[src/rtl/alu_pkg.sv]
// Shared constants for the ALU board interface: bus widths, opcode values,
// push-button indices and the debounce FSM state encoding.
package alu_pkg;

    localparam int NB_DATA      = 8;
    localparam int NB_OPCODE    = 6;
    localparam int N_PULSADORES = 3;

    localparam logic [NB_OPCODE-1:0] OP_ADD = 6'b100000;
    localparam logic [NB_OPCODE-1:0] OP_SUB = 6'b100010;
    localparam logic [NB_OPCODE-1:0] OP_AND = 6'b100100;
    localparam logic [NB_OPCODE-1:0] OP_OR  = 6'b100101;
    localparam logic [NB_OPCODE-1:0] OP_XOR = 6'b100110;
    localparam logic [NB_OPCODE-1:0] OP_SRA = 6'b000011;
    localparam logic [NB_OPCODE-1:0] OP_SRL = 6'b000010;
    localparam logic [NB_OPCODE-1:0] OP_NOR = 6'b100111;

    localparam int BTN_A  = 0;
    localparam int BTN_B  = 1;
    localparam int BTN_OP = 2;

    typedef enum logic [1:0] {
        ST_IDLE         = 2'd0,
        ST_WAIT_PRESS   = 2'd1,
        ST_PRESSED      = 2'd2,
        ST_WAIT_RELEASE = 2'd3
    } btn_state_e;

    // The debounced level stays high from the accepted press until the
    // release has been confirmed.
    function automatic logic is_level_high(input btn_state_e state);
        return (state == ST_PRESSED) || (state == ST_WAIT_RELEASE);
    endfunction

endpackage

[src/rtl/button_debouncer.sv]
// One push-button: 2-FF synchroniser, debounce FSM and stability counter.
// Emits a single-cycle qualify flag on an accepted press and a debounced level.
//
//  state           | meaning
//  ----------------+-------------------------------------------------------
//  ST_IDLE         | button released and stable, counter cleared
//  ST_WAIT_PRESS   | synced input high, counting consecutive high samples
//  ST_PRESSED      | press accepted, debounced level high
//  ST_WAIT_RELEASE | synced input low, counting consecutive low samples
//
// The qualify flag is decoded from the terminal count so that the top-level
// output register strobes on the same edge the FSM moves to ST_PRESSED.
module button_debouncer
    import alu_pkg::*;
#(
    parameter int DEBOUNCE_CYCLES = 1000000,
    parameter int NB_COUNTER      = 20
) (
    input  logic i_clock,
    input  logic i_reset,
    input  logic i_button,
    output logic o_qualify,
    output logic o_pressed
);

    localparam logic [NB_COUNTER-1:0] CNT_TERMINAL = NB_COUNTER'(DEBOUNCE_CYCLES);
    localparam logic [NB_COUNTER-1:0] CNT_ONE      = NB_COUNTER'(1);
    localparam logic [NB_COUNTER-1:0] CNT_MAX      = '1;

    logic                  sync_meta;
    logic                  sync_q;
    btn_state_e            state;
    btn_state_e            state_next;
    logic [NB_COUNTER-1:0] count;
    logic [NB_COUNTER-1:0] count_next;

    // Two-flop synchroniser for the raw, asynchronous button pin.
    always_ff @(posedge i_clock or negedge i_reset) begin
        if (!i_reset) begin
            sync_meta <= 1'b0;
            sync_q    <= 1'b0;
        end else begin
            sync_meta <= i_button;
            sync_q    <= sync_meta;
        end
    end

    // FSM state and stability counter registers.
    always_ff @(posedge i_clock or negedge i_reset) begin
        if (!i_reset) begin
            state <= ST_IDLE;
            count <= '0;
        end else begin
            state <= state_next;
            count <= count_next;
        end
    end

    // Next-state, counter update and qualify decode.
    always_comb begin
        state_next = state;
        count_next = count;
        o_qualify  = 1'b0;
        case (state)
            ST_IDLE: begin
                if (sync_q) begin
                    state_next = ST_WAIT_PRESS;
                    count_next = CNT_ONE;
                end
            end
            ST_WAIT_PRESS: begin
                if (count == CNT_TERMINAL) begin
                    state_next = ST_PRESSED;
                    count_next = '0;
                    o_qualify  = 1'b1;
                end else if (sync_q) begin
                    count_next = (count == CNT_MAX) ? count : count + CNT_ONE;
                end else begin
                    state_next = ST_IDLE;
                    count_next = '0;
                end
            end
            ST_PRESSED: begin
                if (!sync_q) begin
                    state_next = ST_WAIT_RELEASE;
                    count_next = CNT_ONE;
                end
            end
            ST_WAIT_RELEASE: begin
                if (count == CNT_TERMINAL) begin
                    state_next = ST_IDLE;
                    count_next = '0;
                end else if (!sync_q) begin
                    count_next = (count == CNT_MAX) ? count : count + CNT_ONE;
                end else begin
                    state_next = ST_PRESSED;
                    count_next = '0;
                end
            end
            default: begin
                state_next = ST_IDLE;
                count_next = '0;
            end
        endcase
    end

    assign o_pressed = is_level_high(state);

endmodule

[src/rtl/input_conditioner.sv]
// Board-side front end for the ALU controller: synchronises the slide
// switches, debounces every push-button and issues one-hot single-cycle load
// strobes together with a switch snapshot taken on the same edge.
module input_conditioner #(
    parameter int NB_DATA         = alu_pkg::NB_DATA,
    parameter int N_PULSADORES    = alu_pkg::N_PULSADORES,
    parameter int DEBOUNCE_CYCLES = 1000000,
    parameter int NB_COUNTER      = 20
) (
    input  logic                    i_clock,
    input  logic                    i_reset,
    input  logic [NB_DATA-1:0]      i_switches,
    input  logic [N_PULSADORES-1:0] i_pulsadores,
    output logic [NB_DATA-1:0]      o_switches,
    output logic [N_PULSADORES-1:0] o_pulsadores,
    output logic [N_PULSADORES-1:0] o_pressed
);

    logic [NB_DATA-1:0]      sw_meta;
    logic [NB_DATA-1:0]      sw_sync;
    logic [N_PULSADORES-1:0] qualify;
    logic [N_PULSADORES-1:0] pressed;
    logic [N_PULSADORES-1:0] strobe_sel;

    // Two-flop synchroniser for the slide switches.
    always_ff @(posedge i_clock or negedge i_reset) begin
        if (!i_reset) begin
            sw_meta <= '0;
            sw_sync <= '0;
        end else begin
            sw_meta <= i_switches;
            sw_sync <= sw_meta;
        end
    end

    for (genvar g = 0; g < N_PULSADORES; g++) begin : g_btn
        button_debouncer #(
            .DEBOUNCE_CYCLES (DEBOUNCE_CYCLES),
            .NB_COUNTER      (NB_COUNTER)
        ) u_debouncer (
            .i_clock   (i_clock),
            .i_reset   (i_reset),
            .i_button  (i_pulsadores[g]),
            .o_qualify (qualify[g]),
            .o_pressed (pressed[g])
        );
    end

    // Priority select: the lowest-index qualify wins, the rest are dropped.
    // Scanning downward lets the lowest set bit overwrite any higher one.
    always_comb begin
        strobe_sel = '0;
        for (int i = N_PULSADORES - 1; i >= 0; i--) begin
            if (qualify[i]) begin
                strobe_sel    = '0;
                strobe_sel[i] = 1'b1;
            end
        end
    end

    // Strobe register and switch snapshot, loaded on the same edge.
    always_ff @(posedge i_clock or negedge i_reset) begin
        if (!i_reset) begin
            o_pulsadores <= '0;
            o_switches   <= '0;
        end else begin
            o_pulsadores <= strobe_sel;
            if (|qualify) begin
                o_switches <= sw_sync;
            end
        end
    end

    assign o_pressed = pressed;

endmodule

[config.mk]
export PLATFORM = sky130hd
export DESIGN_NAME = input_conditioner
export DESIGN_NICKNAME = d
export VERILOG_FILES = /design/src/rtl/alu_pkg.sv /design/src/rtl/button_debouncer.sv /design/src/rtl/input_conditioner.sv
export SDC_FILE = /design/constraint.sdc
export NUM_CORES = 1
export LEC_CHECK = 0
export CORE_ASPECT_RATIO = 0.6
export CORE_MARGIN = 5
export CORE_UTILIZATION = 65
export DETAILED_ROUTE_END_ITERATION = 16
export DONT_BUFFER_PORTS = 1
export PLACE_DENSITY = 0.81
export SLEW_MARGIN = 20
export SYNTH_ARGS = -nofsm -noshare
export SYNTH_HDL_FRONTEND = slang
export SYNTH_SLANG_ARGS = --single-unit
[constraint.sdc]
create_clock -name i_clock -period 4.65 [get_ports i_clock]
set_clock_uncertainty 0.2 [all_clocks]
set_input_delay 1.1625 -clock i_clock [delete_from_list [all_inputs] [get_ports i_clock]]
set_output_delay 1.1625 -clock i_clock [all_outputs]
set_load 0.05 [all_outputs]
==> results_dict.tcl, run 1 <==
set metrics [dict create \
    numClockSinks 99 \
    drc 0 \
    cts_made_buffers 9 \
    boundaryPins 27 \
    cp_max_fo 24 \
    drv_slew 0 \
    muxShareOfSynthArea_pct 2.58 \
    synth_most_common_cell "dfrtp_1" \
    swShare_pct 24.8 \
    cp_cell_sequence "or4b_1 > or4_4 > o211a_1 > a21o_1 > a22o_1" \
    switchingPower_uw 434 \
    ys_seq_area_share_pct 49.2 \
    tns_ns 0 \
    top_usage_layer "met1" \
    p_seq_share_pct 52.9 \
    cts_htree_levels 3 \
    syn_nets 520 \
    synth_top_cell_by_area "dfrtp_1" \
    cp-start-kind "flip-flop" \
    port_buffers 0 \
    grtUsageTotal_pct 25.3 \
    fmax_mhz 340 \
    first_pass_iters 5 \
    synth-async-reset-ratio_pct 100 \
    diodes 0 \
    layout-drive-gt1-share_pct 9.15 \
    synth-simple-area-share_pct 19.1 \
    synth_edf_count 0 \
    grt_first_pass_wirelength_mm 19.5 \
    synth_fa_ha_area_share_pct 1.49 \
    clkLatencyLatePin_ns 0.35 \
    avgSynthCellArea_um2 10.1 \
    cts_tree "done" \
    hold_path_class "flip-flop to flip-flop" \
    cts_post_setup_buffers_inserted 0 \
    gr-usage-met1_pct 38.9 \
    tightest_slew_ns 1.14 \
    period_share_pct 63.2 \
    grt_pass1_vias 3775 \
    nFillCells 552 \
    synthTopCellsByArea "dfrtp_1, a31oi_1, a21oi_1" \
    synth_cell_type_count 59 \
    cts_buffer_depth 2 \
    yosys_register_bits 99 \
    setup_ws_ns 1.71 \
    netlist_area_um2 5040 \
    status "finished clean" \
    core.rowCount 24 \
    syn2layout_area_growth_pct 6.13 \
    postSynthCellCount 501 \
    place_ws_ns 1.74 \
    cts_resized 0 \
    core_um2 7390 \
    rsz0062_at_grt "false" \
    start_util_pct 68.2 \
    synth_top_family_by_area "compound AO/OA/AOI/OAI gates" \
    synthTopCellsByCount "dfrtp_1, a21oi_1, a31oi_1, o21ai_0" \
    vias 4132 \
    grt_antenna_before_repair 0 \
    p_clk_share_pct 41.8 \
    power_density_nw_per_um2 327 \
    setup_viol 0 \
    cp_slowest_cell "or4_4" \
    internal_power_uw 1320 \
    final_core_util_pct 72.4 \
    slew_headroom_pct 23.6 \
    dieHeight_um 78.2 \
    die_w_um 124 \
    use_met3_pct 6.82 \
    ir_drop_v 0.000202 \
    grt_max_degree 100 \
    dpl.hpwl_mm 7.46 \
    slowest_delay_ns 0.58 \
    cp.required_ns 4.69 \
    p_leak_uw 0.00221 \
    ctsHoldBuffers 0 \
    combinationalPowerShare_pct 5.2 \
    end_kind "flip-flop" \
    ant_nets 0 \
    globalRouteOverflowTotal 0 \
    drt-wirelength-per-cell_um 19.2 \
    die_area_um2 9670 \
    clk_pin_slew_ns 0.07 \
    nets 506 \
    routed_wl_mm 11.4 \
    synth_compound_area_share_pct 22.8 \
    arrival_ns 2.98 \
    clk_root_buffer_cell "clkbuf_16" \
    drt_iter0_markers 526 \
    yosys_warnings 0 \
    crit_type "flip-flop to flip-flop" \
    met2_usage_pct 35.0 \
    post-route-min-period_ns 2.94 \
    synth_top_cell_area_share_pct 49.2 \
    via_per_inst 6.93 \
    ys.flop_type "dfrtp_1" \
    hold_viol 0 \
    gp_congestion 0.972 \
    synth_xor_area_share_pct 0.869 \
    max-cap-violations 0 \
]
==> state kept, by name (all words and copies together) (netlist names) <==
| signal | count |
|---|---|
| o_pulsadores | 3 |
| sw_meta | 8 |
| g_btn.u_debouncer.state | 6 |
| sw_sync | 8 |
| g_btn.u_debouncer.sync_q | 3 |
| g_btn.u_debouncer.count | 60 |
| g_btn.u_debouncer.sync_meta | 3 |
| o_switches | 8 |
==> worst paths after layout <==
path,start,slack [ns],depth (start not counted),to
setup / recovery,g_btn[1].u_debouncer.count[2],1.71,5,g_btn[1].u_debouncer.count[19]
hold / removal,sw_meta[0],0.15,0,sw_sync[0]
setup reg to reg,g_btn[1].u_debouncer.count[2],1.71,5,g_btn[1].u_debouncer.count[19]
hold reg to reg,sw_meta[0],0.15,0,sw_sync[0]
max in group asynchronous,i_reset,3.79,0,g_btn[1].u_debouncer.count[12]
min in group asynchronous,i_reset,0.31,0,g_btn[2].u_debouncer.count[5]
==> cells in the final DEF, fill, tap and decap left out, types with 5 or more instances in the layout <==
| cell | count |
|---|---|
| dfrtp_1 | 99 |
| a21oi_1 | 43 |
| a31oi_1 | 36 |
| o21ai_0 | 33 |
| inv_1 | 23 |
| nand3_1 | 23 |
| nand2_1 | 22 |
| nor2_1 | 21 |
| nand4_1 | 17 |
| a21o_1 | 15 |
| nor3_1 | 11 |
| or3_1 | 10 |
| a41oi_1 | 10 |
| clkbuf_16 | 9 |
| and3_1 | 8 |
| mux2_4 | 8 |
| ha_1 | 6 |
| or4b_1 | 5 |
| nor4_1 | 5 |
| and2_1 | 5 |
| and4_1 | 5 |
| a31o_2 | 5 |
| o31a_1 | 5 |
==> metrics by stage <==
stage                     hold WS, ns  power, µW  area (µm²)  cells
after CTS                       0.150       1750        5350    596
after global placement          0.133       1020        5060    580
after detailed placement        0.136       1030        5060    580
after global routing            0.149       1810        5350    596
after floorplan                 0.131       1010        5040    501
final                           0.150       1750        5350    596
==> cell families after synthesis <==
group,after synthesis
AND/OR/NAND/NOR,158
buffers and inverters,48
XOR/XNOR,5
adder cells (fa/ha/maj),6
flip-flops,99
AO/OA/AOI/OAI,176
multiplexers,9
==> routing by layer <==
metal / up-vias / wire length, µm
li1: 1893 / -
met2: 206 / 4940
met3: 15 / 1010
met4: 0 / 137
met5: - / 0
met1: 2018 / 5330
==> power by group through the flow <==
| stage | clock (µW) | sequential, µW | combinational, µW |
|---|---|---|---|
| after floorplan | 0 | 930 | 74.9 |
| after global placement | 0 | 939 | 85.3 |
| after detailed placement | 0 | 941 | 88.5 |
| after CTS | 738 | 924 | 89.4 |
| after global routing | 777 | 930 | 102 |
| final | 732 | 926 | 91.5 |
==> layout make-up <==
cell class              count  area [µm²]  share of cell area, %
flip-flops and latches     99        2480                   46.3
clock inverters             6        53.8                   1.01
well taps                 104         130                   2.43
multi-input cells         354        2360                   44.2
clock buffers              10         239                   4.47
inverters                  23        86.3                   1.61
==> critical path, delay by kind of cell (launching register included) <==
family	cells	cell delay, ns
AO/OA/AOI/OAI	3	1.04
AND/OR/NAND/NOR	2	1.13
flip-flops	1	0.46
Power figures use the tool's default switching activity.
==> run 2, diff against run 1 <==
ABC_AREA = 1   (was unset)
CORE_UTILIZATION = 64   (was 65)
PLACE_DENSITY = 0.8   (was 0.81)
clock period = 3 ns   (was 4.65 ns; I/O delays follow)
==> run 2 against run 1 <==
Compared with the run above: the flow now finishes with violations (negative hold slack); critical path depth up 4; final area up 18%; global-route usage increased by 1.3 points; count of clock-buffer cells in the layout is 1 lower; register-to-register slack lost 1.1 ns; total power increased by 53%; first-iteration DRC count increased by 46%; via count grew 35%; combinational power increased by 6.8%; routed wire length grew 27%; setup slack got worse by 1.1 ns; largest cell class is now multi-input gates.
==> results_dict.tcl, run 2 <==
set metrics [dict create \
    status "finished, violations left" \
    violations "negative hold slack" \
    crit_family "simple AND/OR/NAND/NOR gates" \
    via_per_inst 5.66 \
    cp_slowest_cell "dfrtp_1" \
    ant_nets 0 \
    grt_pass1_vias 5004 \
    yosys_warnings 0 \
    cts_buffer_depth 2 \
    boundaryPins 27 \
    synth-simple-area-share_pct 44.3 \
    ir_drop_v 0.000309 \
    finalPower_uw 2670 \
    grt_antenna_before_repair 0 \
    dpl.hpwl_mm 10.6 \
    arrival_ns 2.39 \
    fmax_mhz 427 \
    largest_reg_flops 60 \
    drc 0 \
    first_pass_iters 6 \
    end_kind "flip-flop" \
    nFillCells 786 \
    netlist_area_um2 5970 \
    clk_root_buffer_cell "clkbuf_16" \
    rr_endpoint "g_btn[2].u_debouncer.count[2]" \
    cts_made_buffers 9 \
    die_w_um 135 \
    cp_cell_sequence "ha_1 > nand3_1 > inv_1 > nand2_2 > nor2_4 > nand3_2 > nand3_1 > nand3_1 > o21ai_0" \
    synthTopCellsByCount "nand2_1, nor2_1, nand3_1, inv_1, dfrtp_1" \
    drv_slew 0 \
    synth_top_family_by_area "simple AND/OR/NAND/NOR gates" \
    startpoint "g_btn[2].u_debouncer.count[0]" \
    cts_tree "done" \
    rsz0062_at_grt "false" \
    synth_cell_type_count 33 \
    tightest_slew_ns 0.643 \
    vias 5583 \
    period_share_pct 78.0 \
    synth_most_common_cell "nand2_1" \
    slew_headroom_pct 57.1 \
    reg2regPathDepth 9 \
    clkLatencyLatePin_ns 0.35 \
    syn2layout_area_growth_pct 5.74 \
    yosys_register_bits 99 \
    crit_type "flip-flop to flip-flop" \
    grt_max_degree 100 \
    setup_viol 0 \
    drt-wirelength-per-cell_um 14.7 \
    max-cap-violations 0 \
    start_util_pct 65.2 \
    grt_first_pass_wirelength_mm 24.7 \
    postSynthCellCount 863 \
    p_leak_uw 0.00308 \
    drt_iter0_markers 770 \
    synth_xor_area_share_pct 1.17 \
    core.rowCount 27 \
    tns_ns 0 \
    cp_common_cell "nand3_1" \
    hold_viol 99 \
    synth_compound_area_share_pct 3.04 \
    crit_cells 9 \
    slowest_delay_ns 0.42 \
    globalRouteOverflowTotal 0 \
    core_um2 9160 \
    dieHeight_um 84.8 \
    synth_fa_ha_area_share_pct 1.26 \
    die_area_um2 11400 \
    grtUsageTotal_pct 26.5 \
    syn_nets 882 \
    gp_congestion 1.00 \
    r2r-start "g_btn[2].u_debouncer.count[0]" \
    ys_seq_area_share_pct 41.5 \
    cts_resized 0 \
    routed_wl_mm 14.6 \
    power_density_nw_per_um2 423 \
    hold_ws_ns -0.118 \
    cts_post_setup_buffers_inserted 0 \
    ys.flop_type "dfrtp_1" \
    synth-async-reset-ratio_pct 100 \
    cp_max_fo 13 \
    largest_register "g_btn.u_debouncer.count" \
    port_buffers 0 \
    cp-start-kind "flip-flop" \
    synthTopCellsByArea "dfrtp_1, nand2_1, nand3_1" \
    cts_htree_levels 3 \
    clk_pin_slew_ns 0.08 \
    nets 871 \
    muxShareOfSynthArea_pct 0 \
    final_common_cell "nand2_1" \
    hold_path_class "input port to async pin" \
    crit_buf_inv 1 \
    synth_top_cell_by_area "dfrtp_1" \
    r2r_slack_ns 0.66 \
    multiInputGateArea_um2 2970 \
    layout-drive-gt1-share_pct 5.25 \
    final-seq-area_um2 2480 \
    synth_top_cell_area_share_pct 41.5 \
    avgSynthCellArea_um2 6.92 \
    layout_common_cells "nand2_1, nor2_1, nand3_1, inv_1, dfrtp_1" \
    numClockSinks 99 \
    cp.required_ns 3.05 \
    cp-endpoint "g_btn[2].u_debouncer.count[2]" \
    diodes 0 \
    post-route-min-period_ns 2.34 \
    synth_edf_count 0 \
]
run 2: worst register-to-register path, delay by kind of cell (launching register included):
| kind | cells | cell delay (ns) |
|---|---|---|
| AOI/OAI and AO/OA | 1 | 0.15 |
| adders and majority gates | 1 | 0.35 |
| buffers and inverters | 1 | 0.17 |
| DFF | 1 | 0.42 |
| and+or+nand+nor | 6 | 0.94 |
run 2: worst min path at each step:
| stage | end | slack, ns | depth (start not counted) |
|---|---|---|---|
| after floorplan | g_btn[0].u_debouncer.sync_q | 0.13 | 0 |
| after global placement | sw_sync[2] | 0.13 | 0 |
| after detailed placement | g_btn[1].u_debouncer.sync_q | 0.13 | 0 |
| after CTS | sw_meta[6] | -0.13 | 0 |
| after global routing | sw_meta[6] | -0.14 | 0 |
| final | sw_meta[6] | -0.12 | 0 |
run 2: per-layer routing:
layer  up-vias  track usage (%)  share of wire [%]
li1       2735                -                  -
met1      2572             40.2                 47
met2       257             39.2                 43
met3        19             5.57                8.8
met4         0             6.38                1.5
met5         -                0                  0
run 2: power by group:
| part | total (µW) | internal, µW | switching, µW |
|---|---|---|---|
| logic | 97.7 | 27.3 | 70.5 |
| clock network | 1190 | 603 | 590 |
| registers | 1380 | 1360 | 21.3 |
| total | 2670 | 1990 | 681 |
run 2: cell families after synthesis:
| group | Yosys count |
|---|---|
| AND/OR/NAND/NOR | 591 |
| adder cells (fa/ha/maj) | 6 |
| AO/OA/AOI/OAI | 35 |
| flip-flops | 99 |
| XOR/XNOR | 8 |
| buffers and inverters | 124 |
run 2: through the flow:
step | std cells | utilization [%] | setup slack, ns | cell area [µm²]
3_5_place_dp | 971 | 65.5 | 0.756 | 6000
4_1_cts | 987 | 69.0 | 0.738 | 6320
6_report | 987 | 69.0 | 0.660 | 6320
5_1_grt | 987 | 69.0 | 0.509 | 6320
2_1_floorplan | 863 | - | 1.16 | 5970
3_3_place_gp | 971 | 65.5 | 0.812 | 6000
run 2: final cells by class:
type | instances | area share [%]
tap | 130 | 2.58
clock buffer | 9 | 3.57
sequential | 99 | 39.2
inverter | 101 | 6.00
timing repair buffer | 1 | 0.119
clock inverter | 7 | 1.45
multi-input combinational | 640 | 47.1
